### src/rtl/spi_pkg.sv
// Shared definitions for the SPI byte master: frame FSM states and bus constants.
package spi_pkg;

  localparam int SPI_BYTE_W      = 8;
  localparam int SPI_MIN_CLK_DIV = 4;

  typedef enum logic [2:0] {
    ST_IDLE  = 3'd0,
    ST_SETUP = 3'd1,
    ST_HIGH  = 3'd2,
    ST_LOW   = 3'd3,
    ST_HOLD  = 3'd4,
    ST_GAP   = 3'd5
  } spi_state_e;

endpackage

### src/rtl/spi_sync2.sv
// Two-flop synchronizer for a single asynchronous input; clears on synchronous reset.
module spi_sync2 (
  input  logic clk,
  input  logic rst,
  input  logic d,
  output logic q
);

  logic meta_q, meta_d;
  logic sync_q, sync_d;

  // next values of the two synchronizer stages
  always_comb begin
    meta_d = d;
    sync_d = meta_q;
  end

  // synchronizer stage registers
  always_ff @(posedge clk) begin
    if (rst) begin
      meta_q <= 1'b0;
      sync_q <= 1'b0;
    end else begin
      meta_q <= meta_d;
      sync_q <= sync_d;
    end
  end

  assign q = sync_q;

endmodule

### src/rtl/spi_master_byte.sv
// SPI mode-0 master: one MSB-first 8-bit full-duplex frame per accepted start,
// with a guaranteed SSEL-high gap between frames.
module spi_master_byte
  import spi_pkg::*;
#(
  parameter int CLK_DIV = 8,
  parameter int GAP     = 8
) (
  input  logic                  clk,
  input  logic                  rst,
  input  logic                  start,
  input  logic [SPI_BYTE_W-1:0] tx_data,
  output logic                  busy,
  output logic [SPI_BYTE_W-1:0] rx_data,
  output logic                  rx_valid,
  output logic                  SCK,
  output logic                  SSEL,
  output logic                  MOSI,
  input  logic                  MISO
);

  localparam int DIV_W = $clog2(CLK_DIV);
  localparam int GAP_W = $clog2(GAP + 1);
  localparam logic [DIV_W-1:0] DIV_MAX  = DIV_W'(CLK_DIV - 1);
  localparam logic [GAP_W-1:0] GAP_LAST = GAP_W'(GAP - 1);

  spi_state_e            state_q, state_d;
  logic [DIV_W-1:0]      div_q, div_d;
  logic [GAP_W-1:0]      gap_q, gap_d;
  logic [2:0]            bit_q, bit_d;
  logic [SPI_BYTE_W-1:0] sh_q, sh_d;
  logic                  sck_q, sck_d;
  logic                  ssel_q, ssel_d;
  logic                  mosi_q, mosi_d;
  logic                  busy_q, busy_d;
  logic [SPI_BYTE_W-1:0] rx_data_q, rx_data_d;
  logic                  rx_valid_q, rx_valid_d;
  logic                  miso_s;
  logic                  div_done_s;

  spi_sync2 u_miso_sync (
    .clk (clk),
    .rst (rst),
    .d   (MISO),
    .q   (miso_s)
  );

  assign div_done_s = (div_q == {DIV_W{1'b0}});

  // One shift register serves both directions: tx bits leave from the top
  // while synchronized MISO samples enter at the bottom on each SCK rise.
  // frame sequencing, divider/gap counting and output next-state
  always_comb begin
    state_d    = state_q;
    div_d      = div_q;
    gap_d      = gap_q;
    bit_d      = bit_q;
    sh_d       = sh_q;
    sck_d      = sck_q;
    ssel_d     = ssel_q;
    mosi_d     = mosi_q;
    busy_d     = busy_q;
    rx_data_d  = rx_data_q;
    rx_valid_d = 1'b0;

    case (state_q)
      ST_IDLE: begin
        if (start) begin
          ssel_d  = 1'b0;
          mosi_d  = tx_data[SPI_BYTE_W-1];
          sh_d    = tx_data;
          busy_d  = 1'b1;
          div_d   = DIV_MAX;
          bit_d   = 3'd0;
          state_d = ST_SETUP;
        end else begin
          state_d = ST_IDLE;
        end
      end
      ST_SETUP, ST_LOW: begin
        if (div_done_s) begin
          sck_d   = 1'b1;
          sh_d    = {sh_q[SPI_BYTE_W-2:0], miso_s};
          div_d   = DIV_MAX;
          state_d = ST_HIGH;
        end else begin
          div_d = div_q - {{(DIV_W-1){1'b0}}, 1'b1};
        end
      end
      ST_HIGH: begin
        if (div_done_s) begin
          sck_d = 1'b0;
          div_d = DIV_MAX;
          if (bit_q == 3'd7) begin
            state_d = ST_HOLD;
          end else begin
            bit_d   = bit_q + 3'd1;
            mosi_d  = sh_q[SPI_BYTE_W-1];
            state_d = ST_LOW;
          end
        end else begin
          div_d = div_q - {{(DIV_W-1){1'b0}}, 1'b1};
        end
      end
      ST_HOLD: begin
        if (div_done_s) begin
          ssel_d     = 1'b1;
          rx_data_d  = sh_q;
          rx_valid_d = 1'b1;
          gap_d      = {GAP_W{1'b0}};
          state_d    = ST_GAP;
        end else begin
          div_d = div_q - {{(DIV_W-1){1'b0}}, 1'b1};
        end
      end
      ST_GAP: begin
        if (gap_q == GAP_LAST) begin
          busy_d  = 1'b0;
          gap_d   = {GAP_W{1'b0}};
          state_d = ST_IDLE;
        end else begin
          gap_d = gap_q + {{(GAP_W-1){1'b0}}, 1'b1};
        end
      end
      default: begin
        sck_d   = 1'b0;
        ssel_d  = 1'b1;
        busy_d  = 1'b0;
        state_d = ST_IDLE;
      end
    endcase
  end

  // state, counter and output registers
  always_ff @(posedge clk) begin
    if (rst) begin
      state_q    <= ST_IDLE;
      div_q      <= {DIV_W{1'b0}};
      gap_q      <= {GAP_W{1'b0}};
      bit_q      <= 3'd0;
      sh_q       <= {SPI_BYTE_W{1'b0}};
      sck_q      <= 1'b0;
      ssel_q     <= 1'b1;
      mosi_q     <= 1'b0;
      busy_q     <= 1'b0;
      rx_data_q  <= {SPI_BYTE_W{1'b0}};
      rx_valid_q <= 1'b0;
    end else begin
      state_q    <= state_d;
      div_q      <= div_d;
      gap_q      <= gap_d;
      bit_q      <= bit_d;
      sh_q       <= sh_d;
      sck_q      <= sck_d;
      ssel_q     <= ssel_d;
      mosi_q     <= mosi_d;
      busy_q     <= busy_d;
      rx_data_q  <= rx_data_d;
      rx_valid_q <= rx_valid_d;
    end
  end

  assign SCK      = sck_q;
  assign SSEL     = ssel_q;
  assign MOSI     = mosi_q;
  assign busy     = busy_q;
  assign rx_data  = rx_data_q;
  assign rx_valid = rx_valid_q;

endmodule

### config.mk
export PLATFORM = sky130hd
export DESIGN_NAME = spi_master_byte
export DESIGN_NICKNAME = d
export VERILOG_FILES = /design/src/rtl/spi_pkg.sv /design/src/rtl/spi_sync2.sv /design/src/rtl/spi_master_byte.sv
export SDC_FILE = /design/constraint.sdc
export NUM_CORES = 1
export LEC_CHECK = 0
export BUFFER_PORTS_ARGS = -buffer_cell sky130_fd_sc_hd__buf_2
export CORE_MARGIN = 5
export CORE_UTILIZATION = 40
export CTS_CLUSTER_DIAMETER = 50
export CTS_CLUSTER_SIZE = 8
export DETAILED_ROUTE_END_ITERATION = 7
export REMOVE_ABC_BUFFERS = 1
export SYNTH_ARGS = -nofsm -noshare
export SYNTH_HDL_FRONTEND = slang
export SYNTH_SLANG_ARGS = --single-unit
### constraint.sdc
create_clock -name clk -period 4.6 [get_ports clk]
set_input_delay 0.46 -clock clk [delete_from_list [all_inputs] [get_ports clk]]
set_output_delay 0.46 -clock clk [all_outputs]
set_load 0.1 [all_outputs]
# Word level (Yosys, flattened, before mapping)
# Cells that the tools add are included.
dict set report totals {
  reg_bits 36
  inputBits 12
}
dict set report classes {
  addsub 3
  n_eq_ne 14
  mux 34
  n_bitwise 4
  reduce_logical 21
}
# cell n
set ops {}
lappend ops {{3-bit two-way mux} 11}
lappend ops {{8-bit two-way mux} 2}
lappend ops {{8-bit case mux with 2 select lines} 1}
lappend ops {{3-bit case mux with 5 select lines} 1}
lappend ops {{3-bit AND reduction} 5}
lappend ops {{2-bit inequality test, second input constant} 7}
lappend ops {{1-bit two-way mux} 10}
lappend ops {{3-bit equality test, second input constant} 3}
lappend ops {{1-bit case mux with 3 select lines} 3}
lappend ops {{3-bit case mux with 3 select lines} 1}
lappend ops {{4-bit two-way mux} 2}
lappend ops {{4-bit case mux with 2 select lines} 1}
lappend ops {{4-bit AND reduction} 2}
lappend ops {{4-bit OR reduction} 2}
lappend ops {{3-bit by 2-bit equality test with 1-bit output, second input constant} 2}
lappend ops {{3-bit zero test} 2}
lappend ops {{3-bit case mux with 2 select lines} 1}
lappend ops {{2-bit nonzero test} 3}
lappend ops {{3-bit OR reduction} 2}
lappend ops {{4-bit by 1-bit adder with 4-bit output, second input constant} 1}
lappend ops {{4-bit by 3-bit equality test with 1-bit output, second input constant} 1}
lappend ops {{1-bit NOT} 4}
lappend ops {{2-bit AND reduction} 2}
lappend ops {{2-bit OR reduction} 2}
lappend ops {{5 further kinds} 5}

# Depth between registers and ports, before layout
# Gate-level depths: netlist (run 1).
dict set report depth {
  depth_word 4
  mapped_depth 7
}

# Cells and area by module
# From an unflattened synthesis (run 1), not the netlist that was laid out.
dict set report unflattened {
  cells_unflattened 186
  hier_area_um2 1696.6
}
# module instances cells_each area_each_um2 seq_area_each_um2
set by_module_without_submodules {}
lappend by_module_without_submodules {spi_master_byte 1 182 1644.1 680.7}
lappend by_module_without_submodules {spi_sync2 1 4 52.6 40.0}

# Worst setup path before layout (run 1)
# Ideal clock, no wire load.
dict set report synth_timing {
  path_kind {register to register}
  startpoint {register bit_q[0]}
  endpoint {register bit_q[1]}
  t_arrival_ps 1504
  required_time_ps 4472
  path_slack_ps 2968
  stages_incl_launch_ff 7
  path_cell_list {dfxtp_1 -> ha_1 -> ha_1 -> nand4bb_1 -> a211o_1 -> a22oi_1 -> nor2_1}
}
dict set report synth_via {
  elab_chain_len 4
  elab_cells_between_ends 7
  classes_between {1 x add/sub; 2 x eq/ne; 3 x mux; 1 x reduce/logical}
}
# item line_no
set synth_rtl {}
lappend synth_rtl {{from (decl)} spi_master_byte.sv:30} ;# logic [2:0] bit_q, bit_d;
lappend synth_rtl {{from (signal assigned)} spi_master_byte.sv:152} ;# bit_q <= bit_d;
lappend synth_rtl {{3-bit by 1-bit adder with 3-bit output} spi_master_byte.sv:97} ;# bit_d = bit_q + 3'd1;
lappend synth_rtl {{3-bit two-way mux} spi_master_byte.sv:94} ;# if (bit_q == 3'd7) begin
lappend synth_rtl {{3-bit two-way mux} spi_master_byte.sv:91} ;# if (div_done_s) begin
lappend synth_rtl {{3-bit case mux with 2 select lines} spi_master_byte.sv:66} ;# case (state_q)
# Parallel ways exist; a longest one is shown, timed or not. The select of a mux whose other input is x is not followed.
# A chain may end at the register's enable or synchronous reset.

# Worst setup path in the final report (run 1)
dict set report layout_timing {
  startpoint {register state_q[0]}
  endpoint {register sh_q[2]}
}
dict set report layout_via {
  elab_chain_len 4
  elab_cells_between_ends 9
  classes_between {4 x eq/ne; 1 x mux; 4 x reduce/logical}
}
# item line_no
set layout_rtl {}
lappend layout_rtl {{from (decl)} spi_master_byte.sv:27} ;# spi_state_e state_q, state_d;
lappend layout_rtl {{from (signal assigned)} spi_master_byte.sv:149} ;# state_q <= state_d;
lappend layout_rtl {{3-bit by 1-bit equality test with 1-bit output / 3-bit by 2-bit equality test with 1-bit output (equally long branches)} spi_master_byte.sv:66}
lappend layout_rtl {{2-bit OR reduction} spi_master_byte.sv:66}
lappend layout_rtl {{2-bit inequality test (no line) / 2-bit nonzero test (equally long branches)} n/a}
lappend layout_rtl {{3-bit AND reduction (no line)} n/a}
lappend layout_rtl {{to (signal assigned)} spi_master_byte.sv:141} ;# sh_q <= {SPI_BYTE_W{1'b0}};
lappend layout_rtl {{to (decl)} spi_master_byte.sv:31} ;# logic [SPI_BYTE_W-1:0] sh_q, sh_d;
# Parallel ways exist; a longest one is shown, timed or not.

==> out/qor.yml, run 1 <==
timing.critical_path.cells: "nand2b_1 > o22ai_4 > nor2_1 > a211oi_1"
synth_seq_area_share_pct: 43.15
clock_insertion_delay_worst_skew_ns: 0.28
drive_above_1_share_pct: 19.70
max_freq_ghz: 0.4711
slowest_delay_ns: 0.69
power.static_leakage_nw: 0.8619
totalWireLength_um: 3427
place_inst: 240
worstMarginPinSlew_ns: 0.6987
antenna_found_initial: 0
cp-end-kind: "flop"
critical_path.n_buffers_inverters: 0
cts_made_buffers: 5
critPathRequiredTime_ns: 4.80
gp_routability_congestion: 0.7362
yosys_register_bits: 36
cell_type_group_with_the_largest_total_delay_on_the_critical_path: "compound AO/OA/AOI/OAI gates"
grt_overflow_total: 0
timing.critical_path.arrival_ns: 2.32
route.detailed.drc: 0
drt_pre_antenna_iters: 6
fp.dieArea_um2: 5568
io-pin-count: 25
dpl.hpwl_um: 2369
ys_top_cells_by_area: "dfxtp_1, mux2i_1, nor2_1"
postSynthCellCount: 179
report.final.hold_viol_count: 0
num_antenna_cells: 0
drt-initial-drc-count: 87
fin_crit_sh_pct: 46.15
maximum_number_of_pins_on_one_net_before_global_route_repair: 37
fin_worst_skew_ns: 0.004888
start_util_pct: 41.46
finish.utilization_pct: 47.42
crit_path_top_delay_cell: "dfxtp_1"
synth_area_per_cell_um2: 9.332
avgViaCountPerCell: 5.343
path_class: "flop to flop"
fin_tns_setup_ns: 0
cts.htree.levels: 2
detail_route.wl_per_cell_um: 13.82
finalNetCount: 214
timing.final.crit_period_ns: 2.123
start_kind: "flop"
status: "finished clean"
floorplan.rows: 23
worst_path_max_fanout: 18
floorplan.die.width_um: 74.62
io_buffers: 24
synth.largest_area_cell: "dfxtp_1"
global_route_wire_length_before_repair_um: 5871
clkSinkCount: 36
count_of_buffers_added_by_post_cts_timing_repair_for_setup: 0
report.final.setup_viol: 0
final-instance-count-excl-fill: 248
post_cts.resized_instances: 0
vias_in_the_first_global_route: 1309
vdd_drop_max_uv: 245.7
dr_total_vias: 1325
die_outline_height_um: 74.62
postCtsHoldBufs: 0
relSlewSlack_pct: 53.35
antenna_violating_nets_post_route: 0
synthDominantCellAreaShare_pct: 43.15
cts.root.buffer_cell: "clkbuf_8"
synth.lib_cells_used.distinct: 40
cts_tree: "done"
drv_cap: 0
syn-cell-area_um2: 1670
syn_to_final_growth_pct: 14.38
gr-usage-all-layers_pct: 13.48
unrepaired_setup_endpoints_after_global_routing: "no"
holdCritPathClass: "input port to flop"
mostFrequentLayoutCell: "dfxtp_1"
layout.cells.most_common_list: "dfxtp_1, nor2_1, buf_2"
cts.clk_slew.worst_paths_ns: 0.07
clock_tree.buffer_depth: 2
placeableCoreArea_um2: 4029
power_density_normalized_to_cell_area_nw_per_um2: 414.4
max_slew_vio_count: 0
synth-warning-count: 0
-- cell type report --
type / count / area, µm²
clock inverter: 1 / 30.03
clock buffer: 7 / 96.34
fill: 406 / 2118
sequential: 36 / 720.7
tap: 50 / 62.56
inverter: 4 / 15.01
multi-input combinational: 126 / 865.8
timing repair buffer: 24 / 120.1
-- where the power goes --
part | internal (W) | switching, W | leakage (nW)
registers | 0.000333 | 0.0000216 | 0.295
clock network | 0.000191 | 0.000111 | 0.0645
logic | 0.0000493 | 0.0000857 | 0.503
total | 0.000573 | 0.000218 | 0.862
-- sequential cells by signal, summed over array words and instances (netlist names) --
name and flops:
SSEL 1, state_q 3, bit_q 3, busy 1
SCK 1, u_miso_sync.q 1, sh_q 8, rx_valid 1
gap_q 4, u_miso_sync.meta_q 1, MOSI 1, rx_data 8
div_q 3
-- cell families (layout without fill, tap and decap cells) --
logic type | after synthesis | in the layout | synth area share [%]
multiplexers | 20 | 20 | 12.06
buffers and inverters | 17 | 36 | 5.019
flip-flops | 36 | 36 | 43.15
adder cells (fa/ha/maj) | 5 | 5 | 3.745
AND/OR/NAND/NOR | 63 | 63 | 18.80
AO/OA/AOI/OAI | 38 | 38 | 17.23
-- worst paths after layout --
path,end,from,slack [ns],cells after the start
worst max-delay path,sh_q[2],state_q[0],2.48,4
worst min-delay path,u_miso_sync.meta_q,MISO,0.40,2
worst max register to register,sh_q[2],state_q[0],2.48,4
worst min register to register,u_miso_sync.q,u_miso_sync.meta_q,0.46,1
-- stage by stage --
step,power [W],worst slack [ns],hold slack [ns],instance area (µm²)
global placement,0.0004916,2.579,0.4338,1784
CTS,0.0007997,2.451,0.3947,1911
global route,0.0008365,2.299,0.4154,1911
finish,0.0007917,2.477,0.3957,1911
detailed placement,0.0004973,2.481,0.4486,1784
floorplan,0.0004620,2.854,0.4138,1602
-- synth_stat cells --
cell type / number
o22ai_4: 1
nor3_1: 4
mux2i_1: 19
nor2b_1: 3
o22ai_1: 1
a311oi_1: 1
a21oi_1: 4
a22oi_1: 4
o211ai_1: 1
or3b_4: 1
buf_6: 2
buf_2: 4
or2_2: 2
nand2b_1: 4
or2_1: 1
nand4bb_1: 1
or3_1: 2
o211a_1: 1
o21bai_1: 1
nand3_1: 3
ha_1: 5
and3_1: 1
nand3b_1: 2
nand2_1: 4
or3b_1: 1
a221oi_1: 1
mux2_2: 1
a31oi_1: 2
o21ai_0: 6
a211oi_1: 10
clkbuf_1: 7
and2b_1: 1
dfxtp_1: 36
inv_1: 4
a211o_1: 1
a32oi_1: 1
o22a_1: 1
nor2_1: 31
nand4_1: 2
a211oi_2: 2
-- worst register-to-register path: cells and delay by family, from the launching register on --
family	cells	cell delay (ns)
and+or+nand+nor	2	0.60
AOI/OAI and AO/OA	2	0.75
DFF	1	0.69
-- per-layer routing --
metal  up-vias  GRT usage, %  part of all wire [%]
met5         -             0                     0
met4         0         4.743                  0.90
met3         4         4.940                   4.7
met2        24         20.68                    47
met1       619         17.51                    47
li1        678             -                     -
(Power assumes the default switching activity.)
==> run 2: changes to the inputs <==
==> constraint.sdc (replaced) <==
create_clock -name clk -period 2.1 [get_ports clk]
set_input_delay 0.21 -clock clk [delete_from_list [all_inputs] [get_ports clk]]
set_output_delay 0.21 -clock clk [all_outputs]
set_load 0.1 [all_outputs]
==> run 2 against run 1 <==
Compared with the run above: wire length shrank 0.76%; first-iteration DRC count shrank 22%; sequential share of layout area shrank 0.29 points; fmax grew 19%; flip-flop and latch count is the same; cell area grew 0.79%; critical path depth grew 2; final cell count grew 2.0%; global-route usage shrank 0.35 points; via count shrank 0.30%; setup slack lost 2.2 ns; worst hold slack lost 0.25 ns.
==> out/qor.yml, run 2 (synthesis results as in run 1) <==
status: "finished clean"
num_antenna_cells: 0
fin_worst_skew_ns: 0.01303
reg2reg_setup_slack_ns: 0.31
finalNetCount: 220
power.static_leakage_nw: 0.8778
start_util_pct: 41.46
switching_power_w: 0.0004718
layout.cells.most_common_list: "dfxtp_1, nor2_1, buf_2"
holdCritPathClass: "input port to flop"
fp.dieArea_um2: 5568
start_kind: "flop"
post_cts.resized_instances: 0
syn_to_final_growth_pct: 15.28
placeableCoreArea_um2: 4029
cts.root.buffer_cell: "clkbuf_8"
worst_path_max_fanout: 4
path_class: "flop to flop"
crit-reg2reg-capture: "bit_q[1]"
postCtsHoldBufs: 0
drt_pre_antenna_iters: 4
cp-end-kind: "flop"
max_slew_vio_count: 0
critPathRequiredTime_ns: 2.24
cts.htree.levels: 2
fin_tns_setup_ns: 0
place_inst: 246
drive_above_1_share_pct: 21.67
avgViaCountPerCell: 5.221
report.final.setup_viol: 0
cts_made_buffers: 5
power_switching_share_pct: 29.18
floorplan.die.width_um: 74.62
clkSinkCount: 36
gp_routability_congestion: 0.7921
cts_tree: "done"
timing.final.crit_period_ns: 1.791
count_of_buffers_added_by_post_cts_timing_repair_for_setup: 0
detail_route.wl_per_cell_um: 13.44
cellInternalPower_w: 0.001145
io_buffers: 24
power_density_normalized_to_cell_area_nw_per_um2: 839.6
grt_overflow_total: 0
mostFrequentLayoutCell: "dfxtp_1"
final-instance-count-excl-fill: 253
max_freq_ghz: 0.5583
clock_tree.buffer_depth: 2
route.detailed.drc: 0
drv_cap: 0
worst_r2r_startpoint: "bit_q[0]"
timing.hold.worst_path_depth: 2
dr_total_vias: 1321
floorplan.rows: 23
clock_insertion_delay_worst_skew_ns: 0.29
drt-initial-drc-count: 68
unrepaired_setup_endpoints_after_global_routing: "no"
worstMarginPinSlew_ns: 0.6678
relSlewSlack_pct: 55.48
fin_crit_sh_pct: 85.30
power.sequential.fraction_pct: 47.5
dpl.hpwl_um: 2428
clock_power_share_pct: 32.6
holdPathEnd: "u_miso_sync.meta_q"
worst_r2r_path_depth: 6
vias_in_the_first_global_route: 1277
die_outline_height_um: 74.62
totalWireLength_um: 3401
timing.critical_path.arrival_ns: 1.94
critical_path.startpoint: "bit_q[0]"
whs_ns: 0.1487
antenna_violating_nets_post_route: 0
global_route_wire_length_before_repair_um: 5671
cts.clk_slew.worst_paths_ns: 0.07
vdd_drop_max_uv: 436.5
maximum_number_of_pins_on_one_net_before_global_route_repair: 37
power_frac_comb_pct: 20.0
antenna_found_initial: 0
hp-start: "MISO"
report.final.hold_viol_count: 0
io-pin-count: 25
gr-usage-all-layers_pct: 13.12
[run 2: cell types whose count changed in the layout (fill, tap and decap cells not counted), sizes merged]
cell and change:
buf +6, bufinv -1
[run 2: power by group through the flow]
stage / clock, W / combinational (W) / sequential (W)
after floorplan: 0 / 0.000173 / 0.000839
after global placement: 0 / 0.000316 / 0.000781
after detailed placement: 0 / 0.000326 / 0.000783
after CTS: 0.000541 / 0.000327 / 0.000767
after global routing: 0.000579 / 0.000351 / 0.000775
final: 0.000526 / 0.000323 / 0.000767
[run 2: critical path, cell delays in order, from the launching register on]
cell and delay, ns:
dfxtp_1 0.33, ha_1 0.20, ha_1 0.21, nand4bb_1 0.28
a211o_1 0.39, a22oi_1 0.19, nor2_1 0.06
[run 2: how the worst max path moves through the flow]
stage	depth (start not counted)	to	slack, ns
detailed placement	6	bit_q[1]	0.32
CTS	6	bit_q[1]	0.31
finish	6	bit_q[1]	0.31
global placement	6	bit_q[1]	0.39
global route	6	bit_q[1]	0.18
floorplan	4	rx_data[0]	0.35
[run 2: area by class of cell]
| type | count | area, µm² |
|---|---|---|
| repair buffers | 30 | 165.2 |
| clock buffers | 7 | 96.34 |
| inverters | 4 | 15.01 |
| fillers | 401 | 2103 |
| flip-flops and latches | 36 | 720.7 |
| multi-input cells | 126 | 865.8 |
| well taps | 50 | 62.56 |
[run 2: per-stage QoR]
step	power, W	cell area [µm²]	util, %	worst slack, ns
after CTS	0.001636	1926	47.80	0.3130
after floorplan	0.001012	1602	-	0.3538
after global routing	0.001705	1926	47.80	0.1752
final	0.001617	1926	47.80	0.3088
after global placement	0.001097	1829	45.40	0.3879
after detailed placement	0.001108	1829	45.40	0.3184
[run 2: layer usage]
layer | vias to the layer above | wire, µm | global-route usage [%]
met4 | 0 | 25 | 4.743
met1 | 601 | 1609 | 16.61
met3 | 4 | 152 | 4.539
li1 | 685 | - | -
met5 | - | 0 | 0
met2 | 31 | 1614 | 20.78
==> run 3: changes to the inputs <==
==> constraint.sdc (replaced) <==
create_clock -name clk -period 2.1 [get_ports clk]
set_input_delay 0.63 -clock clk [delete_from_list [all_inputs] [get_ports clk]]
set_output_delay 0.63 -clock clk [all_outputs]
set_load 0.1 [all_outputs]
==> run 3 against run 2 <==
Compared with the run above: sequential share of layout area down 0.57 points; final cell count increased by 0.40%; utilization increased by 0.75 points; critical endpoint is now bit_q[2]; largest cell class unchanged; largest power group unchanged; highest routed layer unchanged.
==> out/qor.yml, run 3 (synthesis results as in run 1) <==
status: "finished clean"
fp.dieArea_um2: 5568
report.final.setup_viol: 0
count_of_buffers_added_by_post_cts_timing_repair_for_setup: 0
finalNetCount: 220
dr_total_vias: 1336
io-pin-count: 25
timing.critical_path.arrival_ns: 2.00
num_antenna_cells: 0
critical_path.startpoint: "bit_q[0]"
grt_met1_usage_pct: 17.04
grt_overflow_total: 0
mostFrequentLayoutCell: "dfxtp_1"
unrepaired_setup_endpoints_after_global_routing: "no"
drv_cap: 0
cts.root.buffer_cell: "clkbuf_8"
path_class: "flop to flop"
worstMarginPinSlew_ns: 0.6722
met3_usage_pct: 5.207
drt-initial-drc-count: 76
max_slew_vio_count: 0
totalWireLength_um: 3401
floorplan.rows: 23
io_buffers: 24
global_route_wire_length_before_repair_um: 5754
clock_tree.buffer_depth: 2
gr-usage-all-layers_pct: 13.77
drive_above_1_share_pct: 22.06
reg2reg_setup_slack_ns: 0.26
vias_in_the_first_global_route: 1269
power_density_normalized_to_cell_area_nw_per_um2: 894.9
floorplan.die.width_um: 74.62
finish.utilization_pct: 48.54
crit-reg2reg-capture: "bit_q[2]"
power.static_leakage_nw: 0.8919
post_cts.resized_instances: 0
drt_pre_antenna_iters: 4
fin_ws_ns: 0.2609
relSlewSlack_pct: 55.19
whs_ns: 0.4427
nFillCells: 391
cts.htree.levels: 2
multi_input_comb_area_um2: 865.8
dpl.hpwl_um: 2371
worst_path_max_fanout: 4
gp_routability_congestion: 0.7752
start_util_pct: 41.46
cts.clk_slew.worst_paths_ns: 0.07
grt_util_met2_pct: 21.17
antenna_found_initial: 0
syn_to_final_growth_pct: 17.08
cts_tree: "done"
globalRoute.busiestLayer: "met2"
vdd_drop_max_uv: 435.2
clkSinkCount: 36
holdCritPathClass: "flop to flop"
antenna_violating_nets_post_route: 0
layout.cells.most_common_list: "dfxtp_1, nor2_1, buf_2"
fin_tns_setup_ns: 0
cts_made_buffers: 5
route.detailed.drc: 0
timing.critical_path.to: "bit_q[2]"
die_outline_height_um: 74.62
avgViaCountPerCell: 5.260
detail_route.wl_per_cell_um: 13.39
area.sequential_um2: 720.7
place_inst: 246
postCtsHoldBufs: 0
fin_crit_sh_pct: 87.58
max_freq_ghz: 0.5438
placeableCoreArea_um2: 4029
critPathRequiredTime_ns: 2.26
start_kind: "flop"
worst_r2r_path_depth: 6
fin_worst_skew_ns: 0.003576
worst_r2r_startpoint: "bit_q[0]"
final-instance-count-excl-fill: 254
place_worst_setup_slack_ns: 0.1301
clock_insertion_delay_worst_skew_ns: 0.29
maximum_number_of_pins_on_one_net_before_global_route_repair: 37
cp-end-kind: "flop"
timing.final.crit_period_ns: 1.839
report.final.hold_viol_count: 0
-- run 3: cell count changes in the layout (fill, tap and decap cells not counted), sizes merged --
cell    change
bufinv      +1
-- run 3: worst min-delay path by stage --
stage,startpoint,end,cells past startpoint
6_report,u_miso_sync.meta_q,u_miso_sync.q,1
5_1_grt,u_miso_sync.meta_q,u_miso_sync.q,1
4_1_cts,u_miso_sync.meta_q,u_miso_sync.q,1
3_5_place_dp,u_miso_sync.meta_q,u_miso_sync.q,1
3_3_place_gp,u_miso_sync.meta_q,u_miso_sync.q,1
2_1_floorplan,u_miso_sync.meta_q,u_miso_sync.q,1
-- run 3: per-stage QoR --
step | total power (W) | cell area, µm²
2_1_floorplan | 0.001012 | 1602
3_3_place_gp | 0.001097 | 1829
3_5_place_dp | 0.001106 | 1829
4_1_cts | 0.001777 | 1956
5_1_grt | 0.001847 | 1956
6_report | 0.001750 | 1956
-- run 3: per-layer routing --
metal	wire, µm	share of wire [%]	vias to the layer above
met5	0	0	-
met4	67	2.0	0
met3	175	5.1	7
met2	1593	47	31
met1	1564	46	609
li1	-	-	689
-- run 3: area by class of cell --
cell class,count,area share [%]
Multi-Input combinational cell,126,44.27
Sequential cell,36,36.85
Timing Repair Buffer,30,8.445
Clock buffer,7,4.926
Tap cell,50,3.199
Clock inverter,1,1.536
Inverter,4,0.7678
-- run 3: critical path: stages (launching register included) --
cell	delay, ns
dfxtp_1	0.34
ha_1	0.20
ha_1	0.22
nand4bb_1	0.29
a211o_1	0.40
a22oi_1	0.20
nor2_1	0.05
-- run 3: power breakdown --
part | internal [W] | leakage, nW | switching, W
registers | 0.000729 | 0.295 | 0.0000393
clock network | 0.000419 | 0.0645 | 0.000242
logic | 0.000123 | 0.533 | 0.000198
